<file path="src/rtl/leaf_out_packetizer.sv">
// Multi-port user-to-BFT output stage: per-port FIFOs, credit-gated round-robin arbiter.
// Optional per-port stall counters are built when LEAF_PKT_STATS_EN is defined.
module leaf_out_packetizer #(
    parameter int NUM_OUT_PORTS         = 2,
    parameter int PAYLOAD_BITS          = 32,
    parameter int NUM_LEAF_BITS         = 5,
    parameter int NUM_PORT_BITS         = 4,
    parameter int NUM_ADDR_BITS         = 7,
    parameter int PACKET_BITS           = 49,
    parameter int FIFO_AW               = 2,
    parameter int FREESPACE_UPDATE_SIZE = 64
) (
    input  logic                                            clk,
    input  logic                                            reset,
    input  logic [NUM_OUT_PORTS*PAYLOAD_BITS-1:0]           din_leaf_user2interface,
    input  logic [NUM_OUT_PORTS-1:0]                        vld_user2interface,
    output logic [NUM_OUT_PORTS-1:0]                        ack_interface2user,
    input  logic [NUM_OUT_PORTS*(NUM_LEAF_BITS+NUM_PORT_BITS)-1:0] dest_cfg,
    input  logic [NUM_OUT_PORTS-1:0]                        credit_return,
    input  logic                                            resend,
    input  logic                                            dout_ready,
    output logic [PACKET_BITS-1:0]                          dout_leaf_interface2bft
`ifdef LEAF_PKT_STATS_EN
    ,
    output logic [NUM_OUT_PORTS*16-1:0]                     stall_cnt
`endif
);

    localparam int DEPTH = 1 << FIFO_AW;
    localparam int DW    = NUM_LEAF_BITS + NUM_PORT_BITS;
    localparam int PW    = (NUM_OUT_PORTS > 1) ? $clog2(NUM_OUT_PORTS) : 1;
    localparam int CW    = NUM_ADDR_BITS + 1;
    localparam logic [CW-1:0]      CREDIT_MAX = {1'b1, {NUM_ADDR_BITS{1'b0}}};
    localparam logic [FIFO_AW:0]   ACK_LIM    = (FIFO_AW + 1)'(DEPTH - 1);

    logic [PAYLOAD_BITS-1:0]  mem_q    [NUM_OUT_PORTS][DEPTH];
    logic [PAYLOAD_BITS-1:0]  mem_d    [NUM_OUT_PORTS][DEPTH];
    logic [FIFO_AW-1:0]       wp_q     [NUM_OUT_PORTS];
    logic [FIFO_AW-1:0]       wp_d     [NUM_OUT_PORTS];
    logic [FIFO_AW-1:0]       rp_q     [NUM_OUT_PORTS];
    logic [FIFO_AW-1:0]       rp_d     [NUM_OUT_PORTS];
    logic [FIFO_AW:0]         cnt_q    [NUM_OUT_PORTS];
    logic [FIFO_AW:0]         cnt_d    [NUM_OUT_PORTS];
    logic [CW-1:0]            credit_q [NUM_OUT_PORTS];
    logic [CW-1:0]            credit_d [NUM_OUT_PORTS];
    logic [31:0]              csum     [NUM_OUT_PORTS];
    logic [NUM_ADDR_BITS-1:0] seq_q    [NUM_OUT_PORTS];
    logic [NUM_ADDR_BITS-1:0] seq_d    [NUM_OUT_PORTS];
    logic [NUM_OUT_PORTS-1:0] ack_q, ack_d;
    logic [PW-1:0]            rr_q, rr_d;
    logic [PACKET_BITS-1:0]   out_q, out_d;

    logic [NUM_OUT_PORTS-1:0] elig, push, pop;
    logic                     found, gnt, out_free;
    logic [PW-1:0]            win;
    logic [PACKET_BITS-1:0]   pkt;

    assign ack_interface2user      = ack_q;
    assign dout_leaf_interface2bft = resend ? '0 : out_q;
    assign out_free                = !out_q[PACKET_BITS-1] || dout_ready;

    always_comb begin
        for (int i = 0; i < NUM_OUT_PORTS; i++) begin
            elig[i] = (cnt_q[i] != '0) && (credit_q[i] != '0);
        end
    end

    // Search order starts at rr_ptr and wraps around all ports.
    always_comb begin
        found = 1'b0;
        win   = '0;
        for (int k = 0; k < NUM_OUT_PORTS; k++) begin
            if (!found && elig[(int'(rr_q) + k) % NUM_OUT_PORTS]) begin
                found = 1'b1;
                win   = PW'((int'(rr_q) + k) % NUM_OUT_PORTS);
            end
        end
        gnt = found && out_free && !resend;
        pkt = {1'b1, dest_cfg[int'(win)*DW +: DW], seq_q[win], mem_q[win][rp_q[win]]};
    end

    always_comb begin
        rr_d = rr_q;
        if (gnt) begin
            if (int'(win) == NUM_OUT_PORTS - 1) rr_d = '0;
            else                                rr_d = win + 1'b1;
        end
    end

    // The held packet survives a resend; it is only replaced or retired otherwise.
    always_comb begin
        out_d = out_q;
        if (!resend) begin
            if (gnt)             out_d = pkt;
            else if (dout_ready) out_d = '0;
        end
    end

    always_comb begin
        mem_d = mem_q;
        for (int i = 0; i < NUM_OUT_PORTS; i++) begin
            push[i] = vld_user2interface[i] && ack_q[i];
            pop[i]  = gnt && (win == PW'(i));
            if (push[i]) begin
                mem_d[i][wp_q[i]] = din_leaf_user2interface[i*PAYLOAD_BITS +: PAYLOAD_BITS];
            end
            wp_d[i] = push[i] ? wp_q[i] + 1'b1 : wp_q[i];
            rp_d[i] = pop[i]  ? rp_q[i] + 1'b1 : rp_q[i];
            cnt_d[i] = cnt_q[i];
            if (push[i] && !pop[i])      cnt_d[i] = cnt_q[i] + 1'b1;
            else if (!push[i] && pop[i]) cnt_d[i] = cnt_q[i] - 1'b1;
            ack_d[i] = cnt_d[i] < ACK_LIM;
            seq_d[i] = pop[i] ? seq_q[i] + 1'b1 : seq_q[i];
            csum[i] = 32'(credit_q[i])
                    + (credit_return[i] ? 32'(FREESPACE_UPDATE_SIZE) : 32'd0)
                    - (pop[i] ? 32'd1 : 32'd0);
            credit_d[i] = (csum[i] > 32'(CREDIT_MAX)) ? CREDIT_MAX : csum[i][CW-1:0];
        end
    end

    always_ff @(posedge clk) begin
        mem_q <= mem_d;
        if (reset) begin
            for (int i = 0; i < NUM_OUT_PORTS; i++) begin
                wp_q[i]     <= '0;
                rp_q[i]     <= '0;
                cnt_q[i]    <= '0;
                credit_q[i] <= CREDIT_MAX;
                seq_q[i]    <= '0;
            end
            ack_q <= '0;
            rr_q  <= '0;
            out_q <= '0;
        end else begin
            wp_q     <= wp_d;
            rp_q     <= rp_d;
            cnt_q    <= cnt_d;
            credit_q <= credit_d;
            seq_q    <= seq_d;
            ack_q    <= ack_d;
            rr_q     <= rr_d;
            out_q    <= out_d;
        end
    end

`ifdef LEAF_PKT_STATS_EN
    logic [15:0] stall_q [NUM_OUT_PORTS];
    logic [15:0] stall_d [NUM_OUT_PORTS];

    always_comb begin
        stall_cnt = '0;
        for (int i = 0; i < NUM_OUT_PORTS; i++) begin
            stall_d[i] = stall_q[i];
            if ((cnt_q[i] != '0) && (credit_q[i] == '0) && (stall_q[i] != 16'hFFFF)) begin
                stall_d[i] = stall_q[i] + 16'd1;
            end
            stall_cnt[i*16 +: 16] = stall_q[i];
        end
    end

    always_ff @(posedge clk) begin
        if (reset) begin
            for (int i = 0; i < NUM_OUT_PORTS; i++) stall_q[i] <= '0;
        end else begin
            stall_q <= stall_d;
        end
    end
`endif

endmodule

</file>
<file path="config.mk">
export PLATFORM = sky130hd
export DESIGN_NAME = leaf_out_packetizer
export DESIGN_NICKNAME = d
export VERILOG_FILES = /design/src/rtl/leaf_out_packetizer.sv
export SDC_FILE = /design/constraint.sdc
export NUM_CORES = 1
export LEC_CHECK = 0
export ABC_AREA = 1
export BUFFER_PORTS_ARGS = -buffer_cell sky130_fd_sc_hd__buf_2
export CORE_ASPECT_RATIO = 0.75
export CORE_MARGIN = 2
export CORE_UTILIZATION = 40
export DETAILED_ROUTE_END_ITERATION = 10
export PLACE_DENSITY = 0.54
export SLEW_MARGIN = 0
export SYNTH_ARGS = -nofsm -noshare
export SYNTH_HDL_FRONTEND = slang
export SYNTH_SLANG_ARGS = --single-unit
</file>
<file path="constraint.sdc">
create_clock -name clk -period 5.84 [get_ports clk]
set_clock_uncertainty 0.05 [all_clocks]
set_input_delay 0.876 -clock clk [delete_from_list [all_inputs] [get_ports clk]]
set_output_delay 0.876 -clock clk [all_outputs]
set_load 0.05 [all_outputs]
</file>
# Word level (Yosys, flattened, before mapping)
# Index checks and enable logic that the tools add are counted.
[classes]
reduce_logical = 31
bitwise = 7
n_lt_le_gt_ge = 12
n_addsub = 16
n_mux = 39
multipliers = 1
shifts = 1
[ops]
columns = ["cell", "n"]
rows = [
  ["128-bit two-way mux", 3],
  ["128-bit bitwise mux", 2],
  ["49-bit two-way mux", 3],
  ["32-bit demux with 2-bit select", 2],
  ["32-bit two-way mux", 4],
  ["32-bit binary-select mux with 2-bit select", 1],
  ["32-bit by 8-bit > comparator with 1-bit output, second input constant", 2],
  ["7-bit two-way mux", 5],
  ["9-bit by 1-bit subtractor with 10-bit output", 2],
  ["8-bit by 7-bit adder with 9-bit output", 2],
  ["18-bit by 6-bit variable part select with 9-bit output", 1],
  ["8-bit nonzero test", 2],
  ["1-bit logical AND", 15],
  ["7-bit by 1-bit adder with 7-bit output, second input constant", 2],
  ["1-bit two-way mux", 12],
  ["3-bit two-way mux", 4],
  ["3-bit >= comparator, second input constant", 3],
  ["2-bit NOT with 3-bit output", 3],
  ["2-bit by 1-bit adder with 2-bit output, second input constant", 4],
  ["1-bit zero test", 7],
  ["3-bit by 1-bit adder with 3-bit output, second input constant", 2],
  ["3-bit by 1-bit < comparator with 1-bit output, second input constant", 2],
  ["3-bit by 2-bit < comparator with 1-bit output, second input constant", 2],
  ["2-bit two-way mux", 3],
  ["14 further kinds", 19],
]
[totals]
out_inout_bits = 51
register_bits = 352
in_bits = 90

# Longest topological paths before layout
[depth]
ltp_word = 17
ltp_mapped = 25
ltp_nobuf = 24

# Worst setup path after synthesis
# No wires, ideal clock.
[synth_path]
path_kind = "in2reg"
from = "input resend"
to = "register credit_q[0] in the netlist's numbering"
arrival_time_ns = 3.260
stages = 16
setup_ns = 0.122
n_path_buf = 2
path_slack_ns = 2.408
t_required_ns = 5.668
cell_sequence = "clkbuf_1 inv_1 nand3_4 nor2_8 buf_2 ha_1 inv_1 ha_1 fa_1 nand3_1 nand2_1 a21boi_0 xor2_1 nand2_1 nand4_1 nor2_1"
[synth_between]
elab_chain_len = 7
[synth_lines]
columns = ["element", "line", "text"]
rows = [
  ["start, declared", "20", "input logic resend,"],
  ["1-bit zero test (*)", "n/a", ""],
  ["1-bit logical AND (*)", "78", "gnt = found && out_free && !resend;"],
  ["1-bit logical AND (*)", "103", "pop[i] = gnt && (win == PW'(i));"],
  ["1-bit two-way mux (*)", "116", "- (pop[i] ? 32'd1 : 32'd0);"],
  ["9-bit by 1-bit subtractor with 10-bit output (*)", "116", ""],
  ["32-bit by 8-bit > comparator with 1-bit output", "117", "credit_d[i] = (csum[i] > 32'(CREDIT_MAX)) ? CREDIT_MAX : csum[i][CW-1:0];"],
  ["2-bit OR reduction (no source line)", "n/a", ""],
  ["end signal, assigned", "138", "credit_q <= credit_d;"],
  ["end, declared", "44", "logic [CW-1:0] credit_q [NUM_OUT_PORTS];"],
]
# Mark *: on every way between the ends. The rest lies on a longest branch, timed or not.
# A chain may end at the register's enable or synchronous reset.

# Final worst setup path
[layout_path]
from = "register cnt_q[3] in the netlist's numbering"
to = "register credit_q[12] in the netlist's numbering"
[layout_between]
elab_chain_len = 15
elab_cells_between_ends = 21
cone_classes = "add/sub (1); order compare (1); mux (10); bitwise (1); reduce/logical (8)"
[layout_lines]
columns = ["element", "line", "text"]
rows = [
  ["start, declared", "42", "logic [FIFO_AW:0] cnt_q [NUM_OUT_PORTS];"],
  ["start signal, assigned", "137", "cnt_q <= cnt_d;"],
  ["3-bit nonzero test (*)", "64", "elig[i] = (cnt_q[i] != '0) && (credit_q[i] != '0);"],
  ["1-bit logical AND (*)", "64", ""],
  ["1-bit two-way mux (implied by the code) (2 in a row)", "73", "if (!found && elig[(int'(rr_q) + k) % NUM_OUT_PORTS]) begin"],
  ["1-bit two-way mux", "73", ""],
  ["1-bit zero test", "73", ""],
  ["1-bit logical AND", "73", ""],
  ["1-bit two-way mux", "73", ""],
  ["1-bit logical AND (2 in a row)", "78", ""],
  ["1-bit logical AND (*)", "103", ""],
  ["1-bit two-way mux (*)", "116", ""],
  ["9-bit by 1-bit subtractor with 10-bit output (*)", "116", ""],
  ["32-bit by 8-bit > comparator with 1-bit output", "117", ""],
  ["2-bit OR reduction (no source line)", "n/a", ""],
]
# Mark *: on every way between the ends. The rest lies on a longest branch, timed or not. The select of a mux whose other input is x is not followed.

==> flow_summary_export.csv <==
group,metric,value,unit
status,status,"complete, no violations",
sta,fin_crit_sh,70.5,%
job,maxCapViolCount,0,
detailed_routing,ant_nets,0,
sta,max_slew_margin,36.8,%
die,die_w,236,um
logic_synthesis,synthesis.nets,1855,
die,core,0.0396,sq mm
power,p_int,5.41,mW
sta,max_freq,0.243,GHz
layout,nets,1971,
clock_network,clock_path_buffers,3,
layout,final_cell_mix,"560 x nand2_1, 256 x edfxtp_1, 233 x inv_1, 140 x buf_2, 96 x dfxtp_1",
logic_synthesis,syn_area,0.0161,sq mm
detailed_routing,drt_wl_total,40500,um
power,p_sw,3.78,mW
clock_network,postCtsHoldBufs,0,
placement,portBuffers,140,
placement,placed_cells,2317,
logic_synthesis,synth-main-ff-cell,"edfxtp_1",
power,swShare,41.1,%
worst_setup_path,reg2reg_slack,1.72,ns
worst_setup_path,endpoint_kind,"flop",
global_route,grt_usage,19.5,%
placement,dpl-instance-area,0.0172,sq mm
min_path,hold_path.class,"reg -> reg",
layout,design_area,0.0184,sq mm
worst_setup_path,critPathRequiredTime,6.24,ns
worst_setup_path,worstSetupPathType,"reg -> reg",
power,clock_power_share,25.2,%
detailed_routing,drcViolationCount,0,
power,p_comb_share,41.1,%
die,dieArea,0.0419,sq mm
die,die_h,178,um
logic_synthesis,ys_seq_area_share,59.6,%
die,io_pins,141,
global_route,grt_max_degree,93,
clock_network,cts_setup_buffers,0,
sta,worst_pin_slew,0.947,ns
power,power_density,500,mW/mm^2
worst_setup_path,crit_fanout,36,
clock_network,insertion_delay,0.53,ns
logic_synthesis,async_reset_ff_share,0,%
sta,tns,0,ns
clock_network,clock_tree.root_cell,"clkbuf_16",
clock_network,cts_tree,"done",
sta,rsz0062_at_grt,"false",
worst_setup_path,worstPathArrival,4.51,ns
power,total_power,9.20,mW
layout,instances_no_fill,2388,
placement,place_hpwl,22500,um
worst_setup_path,worstSetupStartpointType,"flop",
detailed_routing,vias,11500,
die,rows,63,
clock_network,cts_num_sinks,352,
layout,multi_input_area,0.00521,sq mm
die,start_util,40.7,%
power,power_frac_seq,33.7,%
clock_network,cts_resized,0,
sta,setup_viol,0,
power,ir_drop,0.522,mV
global_route,antenna_found_initial,3,
clock_network,h-tree-depth,2,
logic_synthesis,ys_warn_count,0,
clock_network,numCtsBuffers,38,
detailed_routing,drt-pass1-iter-count,5,
sta,finalMaxSlewViolations,0,
detailed_routing,viasPerCell,4.82,
detailed_routing,drt_iter0_drc,881,
logic_synthesis,synth_area_per_cell,9.37,sq um
power,leakage,7.89,nW
logic_synthesis,synth_edf_count,256,
placement,routabilityCongestion,0.814,
sta,final.min_clock_period,4.12,ns
logic_synthesis,yosysUniqueCellTypes,37,
layout,area_growth,14.0,%
global_route,grt_first_pass_wirelength,62500,um
layout,ff_latch_area,0.00961,sq mm
layout,final_common_cell,"nand2_1",
layout,n_fill_cell,3801,
global_route,grt-ovfl-total,0,
logic_synthesis,postSynthRegisterBits,352,
global_route,grt_pass1_vias,10700,
logic_synthesis,syn_inst,1721,
detailed_routing,wl_per_cell,17.0,um
sta,hold_viol,0,
layout,drive_gt1_share,12.5,%
clock_network,clkSlewWorstSetupHoldPaths,0.06,ns
-- final timing paths --
path	cells after the start	startpoint	to
hold reg to reg	2	out_q[41]	out_q[41]
setup / recovery	20	cnt_q[3]	credit_q[12]
hold / removal	2	out_q[41]	out_q[41]
setup reg to reg	20	cnt_q[3]	credit_q[12]
-- metal layers --
layer | up-vias | GRT usage [%] | share of wire (%)
li1 | 5783 | - | -
met1 | 5399 | 27.4 | 48
met2 | 284 | 31.3 | 45
met3 | 41 | 3.83 | 5.7
met4 | 2 | 4.75 | 1.5
met5 | - | 0 | 0.032
-- registers in the layout (all words and copies together) (netlist names) --
register,flops
ack_interface2user,2
cnt_q,6
credit_q,16
mem_q,256
out_q,49
rp_q,4
rr_q,1
seq_q,14
wp_q,4
-- worst max-delay path: stages (launching register included) --
cell     delay (ns)
dfxtp_1        0.35
inv_1          0.07
ha_1           0.20
ha_1           0.17
inv_1          0.08
nand3_2        0.11
nand2_4        0.34
inv_2          0.10
nor2_4         0.56
ha_1           0.26
inv_1          0.04
ha_1           0.20
fa_1           0.41
nand3_1        0.10
nand2_1        0.08
xor2_1         0.17
and3_1         0.17
nand3_1        0.06
nand2_1        0.08
nand3_1        0.21
nor2_1         0.21
-- cell usage after synthesis, types with 2 or more instances --
library cell / instances / area, sq um
nand2_1: 560 / 2100
edfxtp_1: 256 / 7690
inv_1: 234 / 878
dfxtp_1: 96 / 1920
nor2_1: 96 / 360
nand3_1: 85 / 425
a21oi_1: 79 / 395
nand3b_1: 66 / 495
o21ai_0: 46 / 230
ha_1: 42 / 526
buf_2: 37 / 185
clkbuf_1: 22 / 82.6
a22oi_1: 15 / 113
buf_6: 14 / 158
xor2_1: 14 / 123
nand4_1: 10 / 62.6
nor3_1: 8 / 40.0
buf_1: 5 / 18.8
inv_2: 4 / 15.0
nand2_4: 4 / 45.0
a31oi_1: 3 / 18.8
and3_1: 3 / 18.8
buf_4: 3 / 22.5
a21boi_0: 2 / 15.0
a21o_1: 2 / 15.0
fa_1: 2 / 40.0
nand2_2: 2 / 12.5
nand3_2: 2 / 20.0
-- power by group through the flow --
stage	sequential, mW	combinational, mW	clock (mW)
floorplan	3.15	2.97	0
global placement	3.14	3.76	0
detailed placement	3.15	3.79	0
CTS	3.10	3.81	2.38
global route	3.12	4.32	2.47
finish	3.10	3.78	2.32
-- through the flow --
stage | setup slack [ns] | utilization [%] | hold slack, ns
after floorplan | 2.41 | - | 0.389
after CTS | 1.70 | 46.3 | 0.416
after global placement | 1.80 | 43.4 | 0.402
final | 1.72 | 46.4 | 0.412
after detailed placement | 1.72 | 43.4 | 0.407
after global routing | 1.36 | 46.3 | 0.432
-- kinds of logic after synthesis --
family	count (synthesis)	share of synthesized area, %
XOR/XNOR	15	0.815
AO/OA/AOI/OAI	151	5.06
AND/OR/NAND/NOR	840	22.6
flip-flops	352	59.6
adder cells (fa/ha/maj)	44	3.51
buffers and inverters	319	8.44
-- area by class of cell --
| cell class | count | share of cell area [%] |
|---|---|---|
| Tap cell | 520 | 3.54 |
| Sequential cell | 352 | 52.3 |
| Inverter | 238 | 4.86 |
| Clock buffer | 60 | 6.01 |
| Antenna cell | 2 | 0.0272 |
| Clock inverter | 9 | 0.422 |
| Timing Repair Buffer | 157 | 4.51 |
| Multi-Input combinational cell | 1050 | 28.3 |
No activity file was read; power rests on OpenSTA's default activity.
